`config.mk`:
```
export PLATFORM = sky130hd
export DESIGN_NAME = adder_share_arb
export DESIGN_NICKNAME = d
export VERILOG_FILES = /design/src/rtl/adder_arb_pkg.sv /design/src/rtl/adder_share_arb_rr_pick.sv /design/src/rtl/adder_share_arb.sv
export SDC_FILE = /design/constraint.sdc
export NUM_CORES = 1
export LEC_CHECK = 0
export BUFFER_PORTS_ARGS = -buffer_cell sky130_fd_sc_hd__clkbuf_2
export CELL_PAD_IN_SITES_DETAIL_PLACEMENT = 1
export CELL_PAD_IN_SITES_GLOBAL_PLACEMENT = 1
export CORE_MARGIN = 2
export CORE_UTILIZATION = 27
export CTS_CLUSTER_DIAMETER = 100
export DETAILED_ROUTE_END_ITERATION = 10
export GPL_TIMING_DRIVEN = 1
export PLACE_DENSITY_LB_ADDON = 0.1
export SETUP_SLACK_MARGIN = 0.2
export SYNTH_ARGS = -nofsm -noshare
export SYNTH_HDL_FRONTEND = slang
export SYNTH_HIERARCHICAL = 1
export SYNTH_SLANG_ARGS = --single-unit
export TNS_END_PERCENT = 100
```
`constraint.sdc`:
```
create_clock -name i_clk -period 3.91 [get_ports i_clk]
set_input_delay 0.782 -clock i_clk [delete_from_list [all_inputs] [get_ports i_clk]]
set_output_delay 0.782 -clock i_clk [all_outputs]
set_load 0.01 [all_outputs]
```
`src/rtl/adder_arb_pkg.sv`:
```
// Shared defaults and helpers for the shared-adder round-robin arbiter.
package adder_arb_pkg;

    localparam int unsigned NREQ_DEFAULT = 4;
    localparam int unsigned W_DEFAULT    = 8;

    function automatic int unsigned id_width(input int unsigned n);
        return $clog2(n);
    endfunction

    localparam int unsigned ID_W = id_width(NREQ_DEFAULT);

endpackage

```
`src/rtl/adder_share_arb_rr_pick.sv`:
```
// Combinational round-robin one-hot selector: first set req at or after ptr, wrapping.
module rr_pick
    import adder_arb_pkg::*;
#(
    parameter int unsigned NREQ = NREQ_DEFAULT,
    parameter int unsigned IW   = id_width(NREQ)
) (
    input  logic [NREQ-1:0] i_req,
    input  logic [IW-1:0]   i_ptr,
    output logic [NREQ-1:0] o_gnt,
    output logic [IW-1:0]   o_idx
);

    logic w_found;

    // First pass covers ptr..NREQ-1, second pass wraps to 0..ptr-1.
    always_comb begin
        o_gnt   = '0;
        o_idx   = '0;
        w_found = 1'b0;
        for (int j = 0; j < NREQ; j++) begin
            if (!w_found && i_req[j] && (IW'(j) >= i_ptr)) begin
                w_found  = 1'b1;
                o_gnt[j] = 1'b1;
                o_idx    = IW'(j);
            end
        end
        for (int j = 0; j < NREQ; j++) begin
            if (!w_found && i_req[j]) begin
                w_found  = 1'b1;
                o_gnt[j] = 1'b1;
                o_idx    = IW'(j);
            end
        end
    end

endmodule

```
`src/rtl/adder_share_arb.sv`:
```
// Round-robin arbiter sharing one registered adder among NREQ requesters,
// with a single-entry response slot that stalls under back-pressure.
module adder_share_arb
    import adder_arb_pkg::*;
#(
    parameter int unsigned NREQ = NREQ_DEFAULT,
    parameter int unsigned W    = W_DEFAULT
) (
    input  logic                  i_clk,
    input  logic                  i_rst,
    input  logic [NREQ-1:0]       i_req,
    input  logic [NREQ*W-1:0]     i_a,
    input  logic [NREQ*W-1:0]     i_b,
    output logic [NREQ-1:0]       o_gnt,
    output logic                  o_rsp_valid,
    input  logic                  i_rsp_ready,
    output logic [$clog2(NREQ)-1:0] o_rsp_id,
    output logic [W:0]            o_rsp_sum,
    output logic                  o_busy
);

    localparam int unsigned IW = id_width(NREQ);

    logic            r_rsp_valid;
    logic [IW-1:0]   r_rsp_id;
    logic [W:0]      r_rsp_sum;
    logic [IW-1:0]   r_ptr;

    logic            w_slot_free;
    logic            w_issue;
    logic [NREQ-1:0] w_pick_gnt;
    logic [IW-1:0]   w_pick_idx;
    logic [W-1:0]    w_a;
    logic [W-1:0]    w_b;

    rr_pick #(
        .NREQ (NREQ),
        .IW   (IW)
    ) u_rr_pick (
        .i_req (i_req),
        .i_ptr (r_ptr),
        .o_gnt (w_pick_gnt),
        .o_idx (w_pick_idx)
    );

    assign w_slot_free = !r_rsp_valid || i_rsp_ready;
    assign w_issue     = w_slot_free && (|i_req) && !i_rst;
    assign o_gnt       = w_issue ? w_pick_gnt : '0;

    always_comb begin
        w_a = '0;
        w_b = '0;
        for (int i = 0; i < NREQ; i++) begin
            if (w_pick_gnt[i]) begin
                w_a = i_a[i*W +: W];
                w_b = i_b[i*W +: W];
            end
        end
    end

    always_ff @(posedge i_clk) begin
        if (i_rst) begin
            r_rsp_valid <= 1'b0;
            r_rsp_id    <= '0;
            r_rsp_sum   <= '0;
            r_ptr       <= '0;
        end else if (w_slot_free) begin
            if (w_issue) begin
                r_rsp_valid <= 1'b1;
                r_rsp_id    <= w_pick_idx;
                r_rsp_sum   <= {1'b0, w_a} + {1'b0, w_b};
                r_ptr       <= (w_pick_idx == IW'(NREQ - 1)) ? '0 : w_pick_idx + 1'b1;
            end else begin
                r_rsp_valid <= 1'b0;
            end
        end
    end

    assign o_rsp_valid = r_rsp_valid;
    assign o_rsp_id    = r_rsp_id;
    assign o_rsp_sum   = r_rsp_sum;
    assign o_busy      = r_rsp_valid && !i_rsp_ready;

endmodule

```
Yosys cells after proc, flatten, opt, wreduce, memory -nomap -nowiden
Cells that the tools add are included.
Word-level totals
  output and inout bits: 17
  logic and storage cells: 70
  input bits: 71
  flip-flop bits (word level): 14
Operators by class
  add/sub/neg operators: 2
  equality and inequality tests: 1
  reductions and logical operators: 27
  $lt $le $gt $ge: 4
  muxes and demuxes: 32
Operators by type and width (number)
  $mux 8: 8
  $mux 1: 16
  $logic_and 1x1->1: 14
  $mux 2: 7
  $logic_not 1->1: 10
  $add 8x8->9: 1
  $ge 1x2->1 const A: 2
  $ge 2x2->1 const A: 2
  $mux 4: 1
  $reduce_or 4->1: 1
  $add 2x1->2 const B: 1
  $eq 2x2->1 const B: 1
  $reduce_and 2->1: 1
  $logic_or 1x1->1: 1

Longest topological paths before layout
Gate-level depths: netlist of run 1.
  word-level depth: 29
  gate-level depth with buffers: 15
  mapped depth without buffers: 12

Cells and area by module
Netlist of run 1, hierarchy kept.
By module, submodules not included
  adder_share_arb: times used 1, area an instance 1321.3 um^2, seq. area each 280.3 um^2, cells an instance 175
  rr_pick: times used 1, area an instance 209.0 um^2, seq. area each 0.0 um^2, cells an instance 31

Worst setup path before layout of run 1
No wires, ideal clock.
  path kind: input to register
  start point: input i_req[2]
  end point: register r_rsp_sum[6], in the netlist o_rsp_sum[6]
  stages: 15
  data arrival time: 3.633 ns
  slack: 0.161 ns
  setup time: 0.116 ns
  required time: 3.794 ns
  path buffers: 3
  cell sequence: clkbuf_2 nor2b_1 o21ai_0 and3_1 buf_2 nor2b_1 buf_2 a221oi_1 o31ai_1 ha_1 fa_1 a21o_1 and4_1 or3_1 a31o_2
On the way
  elaborated cells between the ends (all ways): 37
  classes of those cells: 1 x add/sub; 19 x mux; 17 x reduce/logical
RTL lines
  from (decl): RTL line adder_share_arb.sv:11  | input logic [NREQ-1:0] i_req,
  $logic_and 1x1->1 * (2 in a row): RTL line adder_share_arb_rr_pick.sv:22  | if (!w_found && i_req[j] && (IW'(j) >= i_ptr)) begin
  $mux 1 *: RTL line adder_share_arb_rr_pick.sv:22
  $logic_not 1->1: RTL line adder_share_arb_rr_pick.sv:22
  $logic_and 1x1->1 (2 in a row): RTL line adder_share_arb_rr_pick.sv:22
  $mux 1 *: RTL line adder_share_arb_rr_pick.sv:22
  $logic_not 1->1: RTL line adder_share_arb_rr_pick.sv:29  | if (!w_found && i_req[j]) begin
  $logic_and 1x1->1: RTL line adder_share_arb_rr_pick.sv:29
  $mux 1 *: RTL line adder_share_arb_rr_pick.sv:29
  $logic_not 1->1 *: RTL line adder_share_arb_rr_pick.sv:29
  $logic_and 1x1->1 *: RTL line adder_share_arb_rr_pick.sv:29
  $mux 1 *: RTL line adder_share_arb_rr_pick.sv:29
  named net w_pick_gnt[1]: RTL line adder_share_arb.sv:31  | logic [NREQ-1:0] w_pick_gnt;
  $mux 8 (3 in a row): RTL line adder_share_arb.sv:54  | if (w_pick_gnt[i]) begin
  $add 8x8->9 *: RTL line adder_share_arb.sv:71  | r_rsp_sum <= {1'b0, w_a} + {1'b0, w_b};
  to (signal assigned): RTL line adder_share_arb.sv:71
  to (decl): RTL line adder_share_arb.sv:26  | logic [W:0] r_rsp_sum;
Mark *: on every way through the listed nets, which the timed path passes. The rest lies on a longest branch.
A chain may end at the register's enable or synchronous reset.

Worst setup path after layout of run 1
  start point: input i_req[2]
  end point: register r_rsp_sum[6], in the netlist o_rsp_sum[6]
On the way
  elaborated cells between the ends (all ways): 37
  classes of those cells: 1 x add/sub; 19 x mux; 17 x reduce/logical
RTL lines (RTL line)
  $logic_and 1x1->1 * (2 in a row): adder_share_arb_rr_pick.sv:22
  $mux 1 *: adder_share_arb_rr_pick.sv:22
  $logic_not 1->1: adder_share_arb_rr_pick.sv:22
  $logic_and 1x1->1 (2 in a row): adder_share_arb_rr_pick.sv:22
  $mux 1 *: adder_share_arb_rr_pick.sv:22
  $logic_not 1->1 *: adder_share_arb_rr_pick.sv:29
  $logic_and 1x1->1 *: adder_share_arb_rr_pick.sv:29
  $mux 1 *: adder_share_arb_rr_pick.sv:29
  named net w_pick_gnt[0]: adder_share_arb.sv:31
  $mux 8 (4 in a row): adder_share_arb.sv:54
  $add 8x8->9 *: adder_share_arb.sv:71
Marked as above.

==> reports/summary.txt, run 1 <==
most common cell in the netlist -> nand2_1
switching power -> 0.000334 W
Wirelength per Cell -> 14.4 um
Avg Cell Area, Syn -> 7.43 um2
Power Dens Cells -> 390 mW/mm2
Max transition margin -> 59.0%
CP Buf/Inv Count -> 2
I/O Pins -> 88
Int Power -> 0.000475 W
global-route wire length before repair -> 8.70 mm
crit start category -> input port
Clock Sinks -> 14
H-tree lvl count -> 1
Synth Net Count -> 287
Synth top area share -> 18.3%
ranking of synthesized cells by area -> dfxtp_1 (18%), a221oi_1 (9.2%), o31ai_1 (7.8%)
Hold Crit Class -> flop to flop
RePlAce Congestion -> 0.788
Max Buffers Root-to-Sink -> 2
Sw Share -> 41.3%
CORE AREA -> 0.00551 mm2
DP Wirelength -> 4.34 mm
RSZ-0062 raised after global routing -> no
Reg-to-Reg Start -> r_ptr[0]
slowest cell on the critical path -> fa_1
Die ar. -> 0.00629 mm2
hold buffers post-CTS -> 0
die height -> 79.3 um
post-synthesis cell type count -> 47
DRT iter0 DRCs -> 58
CTS clock-pin slew for the worst setup and hold paths -> 0.05 ns
Setup Skew -> 0.000689 ns
Layout Cells excl Fill -> 359
Ys Warns -> 6
CTS root buffer -> clkbuf_8
Multi-input gate area -> 0.00114 mm2
R2R setup slack -> 0.58 ns
post-synthesis cell count -> 206
cts repair resizes -> 0
worst slack, placed -> 0.123 ns
reg2reg path depth -> 13
via count -> 1,852
Max-Cap Viols -> 0
worst path required time -> 4.04 ns
Achievable Freq -> 0.282 GHz
actual slew at the worst max-slew pin -> 0.615 ns
ys async rst share -> 0%
Worst-Skew Late Latency -> 0.24 ns
slowest stage delay, CP -> 0.40 ns
Hold Path End -> o_rsp_sum[0]
Starting Density -> 27.8%
fillcell total -> 730
setup_tns -> 0 ns
Layout Nets -> 370
Residual DRC -> 0
final WL -> 5.17 mm
critical path arrival -> 3.68 ns
post-synthesis sequential area ratio -> 18.3%
Synth Cell Area -> 0.00153 mm2
Register Area -> 280 um2
worst r2r dst -> o_rsp_sum[6]
Setup violations, final -> 0
cell taking the most area after synthesis -> dfxtp_1
Num CTS Buffers -> 3
final hold violation count -> 0
area grow syn2layout -> 35.6%
post-CTS setup buffer count -> 0
crit path kind -> input port to flop
Yosys reg bits -> 14
antenna violations before repair -> 0
layout cells sized above 1 -> 37.3%
port buffer count -> 87
total track usage -> 16.9%
maximum VDD drop -> 145 uV
Static Leakage -> 0.992 nW
Routed Antenna Nets -> 0
minimum clock period -> 3.54 ns
PnR worst setup slack -> 0.368 ns
CP top delay family -> compound AO/OA/AOI/OAI gates
Slew Limit Fails -> 0
commonest cells in the netlist -> nand2_1 (31), nor2b_1 (18), a221oi_1 (16), o31ai_1 (16), dfxtp_1 (14)
Ant. Diodes -> 0
sequential power share -> 25.9%
main flop type after synthesis -> dfxtp_1
Worst setup EP type -> flop
Hold Path Depth -> 2
part of the cycle the worst path needs -> 90.6%
FP Rows -> 27
vias in the first global route -> 1,948
number of flops mapped to enable cells by yosys -> 0
GRT Residual Overflow -> 0
crit path cell chain -> clkbuf_2 -> a2bb2oi_1 -> o22ai_1 -> and2_1 -> nor2b_1 -> buf_4 -> a221oi_1 -> o31ai_1 -> ha_2 -> fa_1 -> a21o_1 -> and4_1 -> or3_1 -> a31o_2
combinational power share -> 59.9%
routed vias/inst -> 5.16
DIE WIDTH -> 79.3 um
Worst Path Max Fanout -> 15
router iterations before antenna repair -> 4
status -> finished, final reports clean
DP Cell Count -> 356
largest net degree at the start of global routing -> 23
TritonCTS clock tree -> done
Worst Hold Launch -> o_rsp_sum[0]
Clk network pwr share -> 14.3%
tightest hold or removal path, cell delays in order (launching register included):
cell	delay, ns
dfxtp_1	0.31
nand3_1	0.06
nand2_1	0.05
power groups by stage:
| stage | registers, W | logic, W | clock network, W |
|---|---|---|---|
| final | 0.000209 | 0.000484 | 0.000116 |
| after global routing | 0.000215 | 0.000552 | 0.000129 |
| after CTS | 0.000210 | 0.000494 | 0.000120 |
| after detailed placement | 0.000213 | 0.000492 | 0 |
| after global placement | 0.000213 | 0.000490 | 0 |
| after floorplan | 0.000225 | 0.000314 | 0 |
state kept, by name (all words and copies together) (netlist names):
name         count
r_ptr            2
o_rsp_sum        9
o_rsp_id         2
o_rsp_valid      1
routing by layer:
layer | wire (um) | GRT usage [%] | vias to the layer above
li1 | - | - | 937
met1 | 2400 | 21.4 | 854
met2 | 2480 | 30.4 | 57
met3 | 250 | 3.18 | 4
met4 | 27 | 2.41 | 0
met5 | 0 | 0 | -
layout make-up:
class	count	share of cell area, %
Sequential cell	14	13.5
Clock buffer	3	1.99
Multi-Input combinational cell	169	54.8
Tap cell	72	4.34
Timing Repair Buffer	97	24.6
Inverter	4	0.724
logic make-up after synthesis:
kind of cell             count (synthesis)  share of synthesized area [%]
XOR/XNOR                                 2                           1.14
adder cells (fa/ha/maj)                 10                           8.67
buffers and inverters                   23                           7.52
AND/OR/NAND/NOR                         85                           29.2
AO/OA/AOI/OAI                           71                           34.5
multiplexers                             1                          0.654
flip-flops                              14                           18.3
layout by cell type, fill, tap and decap left out, types with 4 or more instances in the layout:
| master | n |
|---|---|
| and2_1 | 5 |
| a221oi_1 | 16 |
| nand2_1 | 31 |
| inv_1 | 4 |
| ha_1 | 8 |
| o31ai_1 | 16 |
| a21oi_1 | 11 |
| buf_4 | 10 |
| nor3_1 | 5 |
| clkbuf_2 | 87 |
| nand3_1 | 10 |
| nor2b_1 | 18 |
| o21ai_0 | 6 |
| dfxtp_1 | 14 |
worst max-delay path by stage:
stage                        start      endpoint  depth (start not counted)
after CTS                 i_req[2]  o_rsp_sum[6]                         14
after global routing      i_req[2]  o_rsp_sum[6]                         14
after detailed placement  i_req[2]  o_rsp_sum[6]                         14
final                     i_req[2]  o_rsp_sum[6]                         14
after floorplan           i_req[2]  o_rsp_sum[6]                         15
after global placement    i_req[2]  o_rsp_sum[6]                         14
through the flow:
stage	power [W]	util (%)	cell area [um2]	hold slack, ns
floorplan	0.000539	-	1540	0.440
finish	0.000809	37.7	2070	0.453
CTS	0.000824	37.7	2070	0.457
detailed placement	0.000704	36.9	2030	0.448
global route	0.000896	37.7	2070	0.481
global placement	0.000702	36.9	2030	0.446
Power figures use the tool's default switching activity.
==> run 2, diff against run 1 <==
--- a/config.mk
+++ b/config.mk
@@ -8,7 +8,7 @@
 export BUFFER_PORTS_ARGS = -buffer_cell sky130_fd_sc_hd__clkbuf_2
 export CELL_PAD_IN_SITES_DETAIL_PLACEMENT = 1
 export CELL_PAD_IN_SITES_GLOBAL_PLACEMENT = 1
-export CORE_MARGIN = 2
+export CORE_MARGIN = 10
 export CORE_UTILIZATION = 27
 export CTS_CLUSTER_DIAMETER = 100
 export DETAILED_ROUTE_END_ITERATION = 10
==> run 2 against run 1 <==
  * Cell count decreased by 0.28%
  * Sequential power increased by 2%
  * Wire length increased by 10%
  * Critical endpoint unchanged
  * Clock skew about the same
  * Largest cell class unchanged
  * Flip-flop and latch count unchanged
  * Clock-buffer cell count unchanged
  * Clock power about the same
  * Worst hold slack improved by 0.00089 ns
  * Critical path depth unchanged
  * Core utilization increased by 0.30 points
==> reports/summary.txt, run 2 (same netlist as run 1, synthesis figures left out) <==
status -> finished, final reports clean
Worst Path Max Fanout -> 15
layout cells sized above 1 -> 38.1%
router iterations before antenna repair -> 4
most frequent cells in the layout -> clkbuf_2 (87), nand2_1 (31), nor2b_1 (18)
Max transition margin -> 63.0%
H-tree lvl count -> 1
Num CTS Buffers -> 3
Routed Antenna Nets -> 0
fillcell total -> 733
Achievable Freq -> 0.287 GHz
Hold Crit Class -> flop to flop
CORE AREA -> 0.00551 mm2
area grow syn2layout -> 36.6%
actual slew at the worst max-slew pin -> 0.555 ns
Max Buffers Root-to-Sink -> 2
RSZ-0062 raised after global routing -> no
FP Rows -> 27
Worst-Skew Late Latency -> 0.24 ns
vias in the first global route -> 1,989
final hold violation count -> 0
Residual DRC -> 0
worst r2r dst -> o_rsp_sum[6]
crit path cell chain -> clkbuf_2 -> a2bb2oi_1 -> o22ai_1 -> and2_1 -> nor2b_1 -> buf_12 -> a221oi_1 -> o31ai_1 -> ha_2 -> fa_1 -> a21o_1 -> and4_1 -> or3_1 -> a31o_2
minimum clock period -> 3.49 ns
die height -> 95.3 um
DP Wirelength -> 4.89 mm
maximum VDD drop -> 142 uV
Worst setup EP type -> flop
Stages on worst setup path -> 14
Hold Path End -> o_rsp_sum[0]
Clock Sinks -> 14
worst slack, placed -> 0.167 ns
setup_tns -> 0 ns
global-route wire length before repair -> 9.60 mm
slowest stage delay, CP -> 0.40 ns
slowest cell on the critical path -> fa_1
Setup violations, final -> 0
most common cell after layout, fill and taps aside -> clkbuf_2
Ant. Diodes -> 0
DIE WIDTH -> 95.3 um
Starting Density -> 27.8%
Layout Nets -> 369
Die ar. -> 0.00908 mm2
Max-Cap Viols -> 0
R2R setup slack -> 0.55 ns
crit path kind -> input port to flop
Slew Limit Fails -> 0
antenna violations before repair -> 0
CP startpoint -> i_req[2]
largest net degree at the start of global routing -> 21
Hold Path Depth -> 2
CTS root buffer -> clkbuf_8
routed vias/inst -> 5.08
Power Dens Cells -> 391 mW/mm2
TritonCTS clock tree -> done
via count -> 1,820
Worst Hold Launch -> o_rsp_sum[0]
max reg flops -> 9
final WL -> 5.69 mm
reg2reg path depth -> 13
RePlAce Congestion -> 0.800
GRT Residual Overflow -> 0
I/O Pins -> 88
Wirelength per Cell -> 15.9 um
Setup Skew -> 0.00105 ns
crit start category -> input port
CP Buf/Inv Count -> 2
DRT iter0 DRCs -> 72
Static Leakage -> 0.997 nW
part of the cycle the worst path needs -> 89.2%
port buffer count -> 87
CP top delay family -> compound AO/OA/AOI/OAI gates
critical path arrival -> 3.63 ns
PnR worst setup slack -> 0.422 ns
Reg-to-Reg Start -> r_ptr[1]
CTS clock-pin slew for the worst setup and hold paths -> 0.06 ns
total track usage -> 12.9%
worst path required time -> 4.05 ns
==> run 2: power breakdown <==
group	leakage [nW]	switching, W	internal (W)
clock network	0.0216	0.0000494	0.0000682
logic	0.859	0.000260	0.000226
registers	0.116	0.0000295	0.000185
total	0.997	0.000339	0.000479
==> run 2: per-stage QoR <==
stage,area [um2],utilization (%),power (W),cells,hold WS [ns]
floorplan,1540,-,0.000539,206,0.440
global placement,2040,37.0,0.000707,355,0.447
detailed placement,2040,37.0,0.000710,355,0.449
CTS,2080,37.8,0.000833,358,0.458
global route,2090,38.0,0.000907,358,0.478
finish,2090,38.0,0.000817,358,0.454
==> run 2: metal layers <==
layer  routed length (um)  track usage [%]  share of wire (%)
met5                    0                0                  0
met4                   10             1.50               0.18
met3                  481             5.26                8.5
met2                 2780             22.0                 49
met1                 2410             15.3                 42
==> run 2: area by class of cell <==
class | count | area [um2] | area share [%]
clock buffer | 3 | 41.3 | 1.97
tap | 72 | 90.1 | 4.31
multi-input combinational | 169 | 1150 | 54.9
inverter | 4 | 15.0 | 0.718
sequential | 14 | 280 | 13.4
timing repair buffer | 96 | 515 | 24.7
==> run 2: worst reg2reg max path, delay by kind of cell, from the launching register on <==
family | cells | cell delay (ns)
DFF | 1 | 0.57
and+or+nand+nor | 4 | 0.85
buffers and inverters | 1 | 0.15
AOI/OAI and AO/OA | 6 | 1.05
adders and majority gates | 2 | 0.63
==> run 2: repair_timing <==
action | 4_1_cts | 5_1_grt
endpoints found under the setup margin | 0 | 2
hold buffers | 0 | 0
buffers inserted | 0 | 0
resized for setup | 0 | 3
==> run 2: worst max path at each step <==
stage,to
2_1_floorplan,o_rsp_sum[6]
3_3_place_gp,o_rsp_sum[5]
3_5_place_dp,o_rsp_sum[7]
4_1_cts,o_rsp_sum[7]
5_1_grt,o_rsp_sum[6]
6_report,o_rsp_sum[6]
==> run 3, diff against run 2 <==
--- a/config.mk
+++ b/config.mk
@@ -6,10 +6,11 @@
 export NUM_CORES = 1
 export LEC_CHECK = 0
 export BUFFER_PORTS_ARGS = -buffer_cell sky130_fd_sc_hd__clkbuf_2
+export CAP_MARGIN = 30
 export CELL_PAD_IN_SITES_DETAIL_PLACEMENT = 1
 export CELL_PAD_IN_SITES_GLOBAL_PLACEMENT = 1
 export CORE_MARGIN = 10
-export CORE_UTILIZATION = 27
+export CORE_UTILIZATION = 30
 export CTS_CLUSTER_DIAMETER = 100
 export DETAILED_ROUTE_END_ITERATION = 10
 export GPL_TIMING_DRIVEN = 1
==> constraint.sdc (replaced) <==
create_clock -name i_clk -period 3.9 [get_ports i_clk]
set_input_delay 0.78 -clock i_clk [delete_from_list [all_inputs] [get_ports i_clk]]
set_output_delay 0.78 -clock i_clk [all_outputs]
set_load 0.01 [all_outputs]
==> run 3 against run 2 <==
  * Sequential power about the same
  * Worst hold slack lost 0.0015 ns
  * Clock skew about the same
  * Register-to-register slack improved by 0.03 ns
  * Largest cell class unchanged
  * Sequential share of layout area hardly changed
  * Global-route usage up 0.56 points
  * Clock-buffer cell count rose by 1
  * Critical path type unchanged
  * Via count rose by 1.6%
  * Core utilization up 5.1 points
  * Worst setup slack worse by 0.036 ns
  * Cell area fell by 0.18%
  * Critical path depth unchanged
==> reports/summary.txt, run 3 (same netlist as run 1, synthesis figures left out) <==
status -> finished, final reports clean
Residual DRC -> 0
final hold violation count -> 0
Worst setup EP type -> flop
largest net degree at the start of global routing -> 24
Achievable Freq -> 0.285 GHz
CTS root buffer -> clkbuf_8
final WL -> 5.84 mm
DP Wirelength -> 5.03 mm
Worst-Skew Late Latency -> 0.24 ns
global-route wire length before repair -> 9.65 mm
RSZ-0062 raised after global routing -> yes
crit path kind -> input port to flop
total track usage -> 13.5%
Worst Path Max Fanout -> 9
router iterations before antenna repair -> 4
antenna violations before repair -> 0
CTS clock-pin slew for the worst setup and hold paths -> 0.06 ns
Setup Skew -> 0.000844 ns
Max Buffers Root-to-Sink -> 2
GRT Residual Overflow -> 0
TritonCTS clock tree -> done
die height -> 91.4 um
CP startpoint -> i_req[2]
via count -> 1,849
slowest cell on the critical path -> fa_1
FP Rows -> 25
critical path arrival -> 3.65 ns
worst path required time -> 4.04 ns
Power Dens Cells -> 403 mW/mm2
H-tree lvl count -> 1
most common cell after layout, fill and taps aside -> clkbuf_2
setup_tns -> 0 ns
area grow syn2layout -> 36.4%
slowest stage delay, CP -> 0.40 ns
Layout Nets -> 369
Hold Crit Class -> flop to flop
Num CTS Buffers -> 3
vias in the first global route -> 1,927
Power, Total -> 0.000841 W
most frequent cells in the layout -> clkbuf_2 (87), nand2_1 (31), nor2b_1 (18)
Starting Density -> 31.6%
I/O Pins -> 88
post-CTS setup buffer count -> 0
actual slew at the worst max-slew pin -> 0.566 ns
Max transition margin -> 62.0%
Static Leakage -> 1.00 nW
hold buffers post-CTS -> 0
Routed Antenna Nets -> 0
port buffer count -> 87
crit path cell chain -> clkbuf_2 -> a2bb2oi_1 -> o22ai_1 -> and2_1 -> nor2b_1 -> buf_4 -> a221oi_1 -> o31ai_1 -> ha_2 -> fa_1 -> a21o_1 -> and4_1 -> or3_1 -> a31o_2
DRT iter0 DRCs -> 68
routed vias/inst -> 5.22
Slew Limit Fails -> 0
minimum clock period -> 3.51 ns
RePlAce Congestion -> 0.741
Clock Sinks -> 14
Wirelength per Cell -> 16.5 um
part of the cycle the worst path needs -> 90.1%
crit start category -> input port
CORE AREA -> 0.00485 mm2
Ant. Diodes -> 0
Worst Hold Launch -> o_rsp_id[1]
layout cells sized above 1 -> 38.3%
maximum VDD drop -> 142 uV
Max-Cap Viols -> 0
max reg flops -> 9
Reg-to-Reg Start -> r_ptr[1]
fillcell total -> 641
Setup violations, final -> 0
Die ar. -> 0.00836 mm2
DIE WIDTH -> 91.4 um
[run 3: cell count changes in the layout (fill, tap and decap cells not counted)]
| cell | delta |
|---|---|
| a221oi_1 | -1 |
| a221oi_2 | +1 |
| buf_12 | -1 |
| buf_4 | +1 |
| clkbuf_8 | +1 |
| o31ai_1 | +1 |
| o31ai_2 | -1 |
[run 3: cell type report]
| cell class | count | area [um2] | share of cell area [%] |
|---|---|---|---|
| repair buffers | 96 | 503 | 24.1 |
| multi-input cells | 169 | 1150 | 55.1 |
| inverters | 4 | 15.0 | 0.719 |
| clock buffers | 4 | 55.1 | 2.64 |
| well taps | 67 | 83.8 | 4.02 |
| flip-flops and latches | 14 | 280 | 13.4 |
[run 3: path summary, 6_finish.rpt]
kind / endpoint / slack, ns / cells after the start
worst max-delay path: o_rsp_sum[6] / 0.39 / 14
worst min-delay path: o_rsp_id[1] / 0.45 / 2
worst max register to register: o_rsp_sum[6] / 0.58 / 13
worst min register to register: o_rsp_id[1] / 0.45 / 2
[run 3: worst max-delay path: cells and delay by family]
kind | cells | cell delay (ns)
AO/OA/AOI/OAI | 6 | 1.08
adder cells (fa/ha/maj) | 2 | 0.61
buffers and inverters | 2 | 0.36
AND/OR/NAND/NOR | 4 | 0.82
[run 3: timing repair]
item                       4_1_cts  5_1_grt
hold endpoints to repair         0        0
gates resized for setup          0        3
setup endpoints to repair        0        3
[run 3: per-layer routing]
layer / global-route usage [%] / vias up / share of wire (%) / routed length [um]
met5: 0 / - / 0 / 0
li1: - / 935 / - / -
met2: 19.7 / 62 / 43 / 2490
met3: 4.94 / 4 / 8.0 / 469
met4: 3.52 / 0 / 0.77 / 45
met1: 18.0 / 848 / 49 / 2840
[run 3: stage by stage]
stage | util (%) | area (um2) | instances | hold WS, ns | worst slack, ns
finish | 43.0 | 2090 | 354 | 0.452 | 0.386
CTS | 42.8 | 2070 | 354 | 0.456 | 0.351
floorplan | - | 1540 | 206 | 0.440 | 0.221
global placement | 41.7 | 2020 | 350 | 0.446 | 0.165
global route | 43.0 | 2090 | 354 | 0.482 | 0.177
detailed placement | 41.7 | 2020 | 350 | 0.446 | 0.0889
[run 3: report_power, final]
group          total (W)  internal [W]  switching (W)  leakage (nW)
clock           0.000140     0.0000894      0.0000502        0.0288
combinational   0.000487      0.000222       0.000265         0.855
sequential      0.000214      0.000185      0.0000292         0.116
